File: src/rtl/ring_seq_pkg.sv
// Shared types and helpers for the ring-code sequence monitor.
// Helpers operate on RING_MAX_W-wide vectors and take the live ring width as an argument.
package ring_seq_pkg;

   typedef enum logic [1:0] {
      ST_UNLOCKED = 2'd0,
      ST_TRACK    = 2'd1,
      ST_LOCKED   = 2'd2
   } ring_state_t;

   localparam int unsigned RING_MAX_W = 32;
   localparam logic [RING_MAX_W-1:0] RING_START = 32'd1;

   // Successor of a ring code: bit i takes bit (i+1) mod w, so the set bit moves down by one.
   function automatic logic [RING_MAX_W-1:0] ring_succ(input logic [RING_MAX_W-1:0] r,
                                                       input int unsigned w);
      logic [RING_MAX_W-1:0] e;
      e = {RING_MAX_W{1'b0}};
      for (int unsigned i = 0; i < RING_MAX_W; i++) begin
         if (i < w) begin
            e[i] = r[(i + 32'd1) % w];
         end else begin
            e[i] = 1'b0;
         end
      end
      return e;
   endfunction

   function automatic logic ring_is_onehot(input logic [RING_MAX_W-1:0] v,
                                           input int unsigned w);
      int unsigned ones;
      ones = 32'd0;
      for (int unsigned i = 0; i < RING_MAX_W; i++) begin
         if ((i < w) && v[i]) begin
            ones = ones + 32'd1;
         end else begin
            ones = ones;
         end
      end
      return (ones == 32'd1);
   endfunction

endpackage

File: src/rtl/ring_onehot_dec.sv
// Combinational ring-code to binary index encoder with a one-hot validity flag.
// Any code that is not exactly one-hot decodes to index 0.
module ring_onehot_dec
   import ring_seq_pkg::*;
#(
   parameter int WIDTH = 4
) (
   input  logic [WIDTH-1:0]         din,
   output logic [$clog2(WIDTH)-1:0] idx,
   output logic                     onehot
);

   localparam int IDX_W = $clog2(WIDTH);

   // Encode the set bit position, forcing 0 for illegal codes.
   always_comb begin
      idx    = {IDX_W{1'b0}};
      onehot = ring_is_onehot(RING_MAX_W'(din), WIDTH);
      for (int i = 0; i < WIDTH; i++) begin
         if (onehot && din[i]) begin
            idx = IDX_W'(i);
         end else begin
            idx = idx;
         end
      end
   end

endmodule

File: src/rtl/ring_seq_monitor.sv
// Receive-side health monitor for a one-hot ring counter: decode, lock tracking, error count.
// Optional build macro RING_SEQ_MONITOR_REV_CNT_EN adds a 16-bit revolution counter output rev_cnt.
module ring_seq_monitor
   import ring_seq_pkg::*;
#(
   parameter int WIDTH     = 4,
   parameter int LOCK_LEN  = 3,
   parameter int ERR_CNT_W = 8
) (
   input  logic                     clk,
   input  logic                     rst,
   input  logic [WIDTH-1:0]         din,
   input  logic                     din_valid,
   output logic [$clog2(WIDTH)-1:0] idx,
   output logic                     idx_valid,
   output logic                     onehot_ok,
   output logic                     seq_err,
   output logic                     locked,
   output logic [ERR_CNT_W-1:0]     err_cnt
`ifdef RING_SEQ_MONITOR_REV_CNT_EN
   ,
   output logic [15:0]              rev_cnt
`endif
);

   localparam int IDX_W = $clog2(WIDTH);
   localparam int CNT_W = $clog2(LOCK_LEN + 1);
   localparam logic [CNT_W-1:0]     LOCK_LEN_C = CNT_W'(LOCK_LEN);
   localparam logic [ERR_CNT_W-1:0] ERR_MAX_C  = {ERR_CNT_W{1'b1}};

   logic [IDX_W-1:0]      dec_idx_s;
   logic                  dec_onehot_s;
   logic [RING_MAX_W-1:0] succ_s;
   logic [WIDTH-1:0]      exp_s;
   logic                  is_succ_s;
   logic [CNT_W-1:0]      cnt_inc_s;
   logic [ERR_CNT_W-1:0]  err_nxt_s;

   ring_state_t           state_r;
   logic [WIDTH-1:0]      ref_r;
   logic [CNT_W-1:0]      cnt_r;

   ring_onehot_dec #(.WIDTH(WIDTH)) u_dec (
      .din    (din),
      .idx    (dec_idx_s),
      .onehot (dec_onehot_s)
   );

   assign succ_s    = ring_succ(RING_MAX_W'(ref_r), WIDTH);
   assign exp_s     = succ_s[WIDTH-1:0];
   assign is_succ_s = (din == exp_s);
   assign cnt_inc_s = cnt_r + CNT_W'(1);
   // Saturate rather than wrap so a long-running fault never reads as healthy.
   assign err_nxt_s = (err_cnt == ERR_MAX_C) ? err_cnt : (err_cnt + ERR_CNT_W'(1));

   // Lock FSM with all outputs registered alongside the state.
   always_ff @(posedge clk) begin
      if (rst) begin
         state_r   <= ST_UNLOCKED;
         ref_r     <= {WIDTH{1'b0}};
         cnt_r     <= {CNT_W{1'b0}};
         idx       <= {IDX_W{1'b0}};
         idx_valid <= 1'b0;
         onehot_ok <= 1'b0;
         seq_err   <= 1'b0;
         locked    <= 1'b0;
         err_cnt   <= {ERR_CNT_W{1'b0}};
`ifdef RING_SEQ_MONITOR_REV_CNT_EN
         rev_cnt   <= 16'd0;
`endif
      end else begin
         seq_err   <= 1'b0;
         idx_valid <= din_valid;
         if (din_valid) begin
            idx       <= dec_idx_s;
            onehot_ok <= dec_onehot_s;
            case (state_r)
               ST_UNLOCKED: begin
                  if (dec_onehot_s) begin
                     state_r <= ST_TRACK;
                     ref_r   <= din;
                     cnt_r   <= {CNT_W{1'b0}};
                  end else begin
                     state_r <= ST_UNLOCKED;
                  end
               end
               ST_TRACK: begin
                  // A successor of a one-hot reference is itself one-hot.
                  if (is_succ_s) begin
                     ref_r <= din;
                     if (cnt_inc_s == LOCK_LEN_C) begin
                        state_r <= ST_LOCKED;
                        locked  <= 1'b1;
                        cnt_r   <= {CNT_W{1'b0}};
                     end else begin
                        cnt_r   <= cnt_inc_s;
                     end
                  end else if (dec_onehot_s) begin
                     ref_r <= din;
                     cnt_r <= {CNT_W{1'b0}};
                  end else begin
                     state_r <= ST_UNLOCKED;
                  end
               end
               ST_LOCKED: begin
                  if (is_succ_s) begin
                     ref_r <= din;
`ifdef RING_SEQ_MONITOR_REV_CNT_EN
                     if (din == RING_START[WIDTH-1:0]) begin
                        rev_cnt <= rev_cnt + 16'd1;
                     end else begin
                        rev_cnt <= rev_cnt;
                     end
`endif
                  end else if (dec_onehot_s) begin
                     seq_err <= 1'b1;
                     err_cnt <= err_nxt_s;
                     state_r <= ST_TRACK;
                     locked  <= 1'b0;
                     ref_r   <= din;
                     cnt_r   <= {CNT_W{1'b0}};
                  end else begin
                     seq_err <= 1'b1;
                     err_cnt <= err_nxt_s;
                     state_r <= ST_UNLOCKED;
                     locked  <= 1'b0;
                  end
               end
               default: begin
                  state_r <= ST_UNLOCKED;
                  locked  <= 1'b0;
               end
            endcase
         end else begin
            state_r <= state_r;
         end
      end
   end

endmodule

File: config.mk
export PLATFORM = sky130hd
export DESIGN_NAME = ring_seq_monitor
export DESIGN_NICKNAME = d
export VERILOG_FILES = /design/src/rtl/ring_seq_pkg.sv /design/src/rtl/ring_onehot_dec.sv /design/src/rtl/ring_seq_monitor.sv
export SDC_FILE = /design/constraint.sdc
export NUM_CORES = 1
export LEC_CHECK = 0
export ABC_AREA = 1
export BUFFER_PORTS_ARGS = -buffer_cell sky130_fd_sc_hd__buf_2
export CORE_ASPECT_RATIO = 1.4
export CORE_MARGIN = 3
export CORE_UTILIZATION = 56
export DETAILED_ROUTE_END_ITERATION = 7
export PLACE_DENSITY = 0.79
export REMOVE_ABC_BUFFERS = 1
export SLEW_MARGIN = 10
export SYNTH_ARGS = -nofsm -noshare
export SYNTH_HDL_FRONTEND = slang
export SYNTH_SLANG_ARGS = --single-unit
export TNS_END_PERCENT = 30
File: constraint.sdc
create_clock -name clk -period 2.8 [get_ports clk]
set_input_delay 0.56 -clock clk [delete_from_list [all_inputs] [get_ports clk]]
set_output_delay 0.56 -clock clk [all_outputs]
set_load 0.01 [all_outputs]
Yosys cells after proc, flatten, opt, wreduce, memory -nomap -nowiden --
Index checks and enable logic that the tools add are counted.
Cells by class: add/sub/neg operators 5, eq/ne operators 11, muxes and demuxes 26, bitwise logic cells 5, reductions and logical operators 13
Operators by type and width (number):
- adder 32 x 1 -> 32 bit, second input constant | 3
- two-way mux 32 bit | 3
- equality test 32 x 1 -> 1 bit, second input constant | 1
- two-way mux 2 bit | 10
- case mux 2 bit (3 select lines) | 2
- adder 8 x 1 -> 8 bit, second input constant | 1
- equality test 8 bit, second input constant | 1
- two-way mux 4 bit | 2
- case mux 4 bit (2 select lines) | 1
- AND reduction 4 bit | 2
- two-way mux 1 bit | 7
- inequality test 2 bit, second input constant | 3
- inequality test 3 bit, second input constant | 2
- NOT 1 bit | 5
- AND reduction 5 bit | 1
- equality test 2 bit, second input constant | 2
- equality test 4 bit | 1
- logical AND 1 bit | 3
- case mux 1 bit (3 select lines) | 1
- AND reduction 3 bit | 1
- nonzero test 3 bit | 1
- OR reduction 3 bit | 1
- adder 2 x 1 -> 2 bit, second input constant | 1
- equality test 2 x 1 -> 1 bit, second input constant | 1
- other kinds (4) | 4
Storage, ports and cells: bits in registers 22, input bits 7, output and inout bits 14, logic and storage cells 69

Depth between registers and ports, before layout --
depth after elaboration 12, mapped depth 15

By module --
A second synthesis with hierarchy kept.
Second synthesis, totals: cell total of the unflattened synthesis 205, area total of the unflattened synthesis 1347.5 um^2
By module, submodules not included:
- ring_seq_monitor | instances 1, cells an instance 178, area an instance 1194.9 um^2, sequential area each 440.4 um^2
- ring_onehot_dec | instances 1, cells an instance 27, area an instance 152.6 um^2, sequential area each 0.0 um^2

Worst setup path before layout --
No wires, ideal clock.
kind input-to-reg, from in din[0], to reg ref_r[0], library setup time 0.113 ns, arrival 1.992 ns, slack 0.695 ns, stages 13, path through inv_2 ha_1 nor2_1 nor2_2 ha_1 nor2_1 o21ai_0 nand2_1 nand2_4 nand2_2 nand2_4 nor2_1 nor2_1
Between the ends: word-level cells in the longest chain between the ends 11, elaborated cells on any way between the ends 12, classes of those cells add/sub (3); eq/ne (2); mux (7)
Ends and longest elaborated chain:
- start, declared | line ring_seq_monitor.sv:12 | input logic [WIDTH-1:0] din,
- two-way mux 1 bit | line ring_seq_pkg.sv:34 | if ((i < w) && v[i]) begin
- adder 32 x 1 -> 32 bit | line ring_seq_pkg.sv:35 | ones = ones + 32'd1;
- two-way mux 32 bit | line ring_seq_pkg.sv:34
- adder 32 x 1 -> 32 bit | line ring_seq_pkg.sv:35
- two-way mux 32 bit | line ring_seq_pkg.sv:34
- adder 32 x 1 -> 32 bit | line ring_seq_pkg.sv:35
- two-way mux 32 bit | line ring_seq_pkg.sv:34
- equality test 32 x 1 -> 1 bit | line ring_seq_pkg.sv:40 | return (ones == 32'd1);
- two-way mux 4 bit | line ring_seq_monitor.sv:79, ring_seq_monitor.sv:98, ring_seq_monitor.sv:115
- two-way mux 4 bit | line ring_seq_monitor.sv:106 | if (is_succ_s) begin
- case mux 4 bit (2 select lines) * | line ring_seq_monitor.sv:77 | case (state_r)
- end signal, assigned | line ring_seq_monitor.sv:81 | ref_r <= din;
- end signal, assigned | line ring_seq_monitor.sv:99 | ref_r <= din;
- end signal, assigned | line ring_seq_monitor.sv:107 | ref_r <= din;
- end, declared | line ring_seq_monitor.sv:40 | logic [WIDTH-1:0] ref_r;
Every way passes the cells marked *; elsewhere a longest branch is shown, timed or not. A chain may end at the register's enable or synchronous reset.

Worst setup path in the final report --
from in din[0], to reg state_r[0]
Between the ends: word-level cells in the longest chain between the ends 11, elaborated cells on any way between the ends 17, classes of those cells add/sub (3); eq/ne (5); mux (8); reduce/logical (1)
Ends and longest elaborated chain:
- two-way mux 1 bit | line ring_seq_pkg.sv:34
- adder 32 x 1 -> 32 bit | line ring_seq_pkg.sv:35
- two-way mux 32 bit | line ring_seq_pkg.sv:34
- adder 32 x 1 -> 32 bit | line ring_seq_pkg.sv:35
- two-way mux 32 bit | line ring_seq_pkg.sv:34
- adder 32 x 1 -> 32 bit | line ring_seq_pkg.sv:35
- two-way mux 32 bit | line ring_seq_pkg.sv:34
- equality test 32 x 1 -> 1 bit | line ring_seq_pkg.sv:40
- two-way mux 1 bit | line ring_seq_monitor.sv:79, ring_seq_monitor.sv:115
- two-way mux 2 bit | line ring_seq_monitor.sv:106
- case mux 2 bit (3 select lines) | line ring_seq_monitor.sv:77
- end signal, assigned | line ring_seq_monitor.sv:135 | state_r <= state_r;
- end, declared | line ring_seq_monitor.sv:39 | ring_state_t state_r;
Several ways; a longest one is shown, not always the timed one. The select of a mux whose other input is x is not followed.

==> results.tsv <==
stage	metric	value	unit
drt	DRT Wirelength	3030	um
grt	gr ovfl total	0	
drt	vias	1352	
critical_path	crit path capture type	flop	
cells_and_area	post-route insts no fill	253	
cells_and_area	layout cells sized above 1	0.214	
critical_path	Reg-to-Reg Start	state_r[0]$_SDFFE_PP0P_	
critical_path	worst r2r path cells	7	
die	io pins	21	
synthesis	cell with the most instances after synthesis	nand2_1	
synthesis	Top FF cell, synth	dfxtp_1	
die	core area	2280	um^2
clocking	TritonCTS clock tree	built	
job	max cap viols	0	
cells_and_area	fillers	196	
pwr	power density over the cells	402	nW/um^2
drt	drt first pass iters	4	
clocking	CTS Buf Count	3	
grt	initial antenna violation count	0	
drt	Iteration-0 DRC Markers	46	
min_path	hold crit path type	reg2reg	
clocking	PostCTS Resize Cnt	0	
synthesis	number of synthesized flops with an enable pin	0	
pwr	P_leak	0.787	nW
drt	Vias/cell	5.34	
synthesis	Yosys top cell by area	dfxtp_1	
timing	Slew headroom	0.773	
grt	global-route wire length before repair	5200	um
timing	final hold vios	0	
synthesis	area share of the largest cell type after synthesis	0.312	
grt	gr usage total	0.202	
critical_path	Startpoint Class	primary input	
timing	RSZ-0062 raised after global routing	no	
clocking	root buffer cell	clkbuf_4	
grt	vias in the first global route	1284	
synthesis	Synth cell types	27	
synthesis	#FFs+latches synth	22	
clocking	worst-skew pair later-pin latency	310	ps
placed_design	DP Worst Slack	395	ps
drt	antenna-violating nets left	0	
synthesis	top post-synthesis cells by area	dfxtp_1 31%, nand2_1 12%, ha_1 8.0%	
timing	Max Transition Viols Final	0	
placed_design	RD Place Congestion	0.918	
placed_design	Port Buffers	20	
min_path	WHS Endpoint	locked$_SDFFE_PP0P_	
critical_path	Worst EP arrival	2280	ps
cells_and_area	# nets final	238	
timing	Hold WS	491	ps
synthesis	syn_area_per_cell	6.99	um^2
die	die area	3170	um^2
timing	Final min period	2060	ps
die	Die Wd	48.4	um
min_path	WHS Path Cells	2	
clocking	Post-CTS Setup Bufs	0	
grt	largest net degree at the start of global routing	13	
critical_path	reg2reg end	err_cnt[5]$_SDFFE_PP0P_	
clocking	# clock sinks	22	
cells_and_area	ANT cells	0	
clocking	Max Buffers Root-to-Sink	2	
die	die span in y	65.4	um
drt	drt wl/cell	12.0	um
synthesis	Ys Warns	0	
die	row count	20	
critical_path	Crit path required time	3020	ps
synthesis	ys async rst share	0	
synthesis	Synth top cells by count	46 x nand2_1, 25 x nor2_1, 22 x dfxtp_1	
timing	Final Cycle Share	0.737	
clocking	Worst-path clk slew	110	ps
timing	clk_skew	7.90	ps
timing	final setup TNS	0	ps
die	Initial Utilization	0.620	
timing	worst setup margin	737	ps
placed_design	dpl hpwl	2340	um
timing	worst-margin pin slew	340	ps
timing	FMAX	0.485	GHz
synthesis	Synth Instances	202	
timing	Setup Viol. Count Final	0	
cells_and_area	Layout Utilization	0.676	
drt	drt drc	0	
clocking	CTS Hold Bufs	0	
clocking	H-tree Lvls	1	
critical_path	kind of critical path	in2reg	
placed_design	placed insts	250	
critical_path	R2R Setup Slk	1150	ps
synthesis	Mapped Area	1410	um^2
synthesis	sequential fraction of the synthesis area	0.312	
min_path	critical hold path startpoint	locked$_SDFFE_PP0P_	
critical_path	largest fanout on the critical path	6	
cells_and_area	Syn-to-layout area delta	9.13	%
outcome	status	completed	
pwr	maximum vdd drop	0.211	mV
-- sequential cells by signal (all words and copies together), names as in the netlist --
register   cells
state_r        2
locked         1
seq_err        1
cnt_r          2
ref_r          4
err_cnt        8
idx            2
onehot_ok      1
idx_valid      1
-- worst max-delay path, cell delays in order --
cell     delay, ps
buf_2          120
inv_2           50
ha_1           320
nor2_1         170
nor2_2          70
ha_1           280
nor2_1          90
o21ai_0         80
nand2_1        110
nand2_4         90
nand2_4         70
nand2_2         80
a21oi_1        130
nor2_1          60
-- placed cells by master (no fill, tap or decap), drive strengths merged --
cell type and n:
o211ai 1, xnor2 5, nand2 56, dfxtp 22
nor3 2, xor2 2, nand3 12, a31oi 1
clkbuf 3, clkinv 2, nor2 29, nand4 9
buf 20, ha 9, a21oi 14, inv 24
nand3b 1, o21ai 8
-- worst max path at each step --
stage | from | to | slack [ps] | cells past startpoint
2_1_floorplan | din[0] | state_r[0]$_SDFFE_PP0P_ | 690 | 13
3_3_place_gp | din[1] | state_r[1]$_SDFFE_PP0P_ | 460 | 14
3_5_place_dp | din[0] | state_r[0]$_SDFFE_PP0P_ | 400 | 14
4_1_cts | din[0] | state_r[0]$_SDFFE_PP0P_ | 720 | 14
5_1_grt | din[1] | state_r[0]$_SDFFE_PP0P_ | 480 | 15
6_report | din[0] | state_r[0]$_SDFFE_PP0P_ | 740 | 14
-- routing by layer --
layer  share of wire  up-vias  track usage
met3           0.049        5       0.0181
li1                -      684            -
met1            0.41      612        0.213
met4           0.010        0       0.0712
met2            0.53       51        0.412
met5               0        -            0
-- through the flow --
stage,power [mW],cell area [um^2]
after floorplan,0.439,1380
after global placement,0.472,1520
after detailed placement,0.478,1520
after CTS,0.620,1540
after global routing,0.653,1540
final,0.619,1540
-- where the power goes --
| group | switching [mW] | total (mW) | internal (mW) |
|---|---|---|---|
| clock | 0.0958 | 0.146 | 0.0504 |
| sequential | 0.00826 | 0.334 | 0.326 |
| combinational | 0.0926 | 0.139 | 0.0461 |
-- final cells by class --
class	instances	area, um^2	area share
flip-flops and latches	22	440	0.286
multi-input cells	149	838	0.544
inverters	26	97.6	0.0634
repair buffers	20	100	0.0650
well taps	33	41.3	0.0268
clock buffers	3	22.5	0.0146
-- cells by family after synthesis --
family	Yosys count	share of synthesized area
adders and majority gates	9	0.0798
buffers and inverters	31	0.0940
and+or+nand+nor	109	0.378
xor gates and xnor gates	7	0.0434
AOI/OAI and AO/OA	24	0.0931
DFF	22	0.312
(Power assumes the default switching activity.)
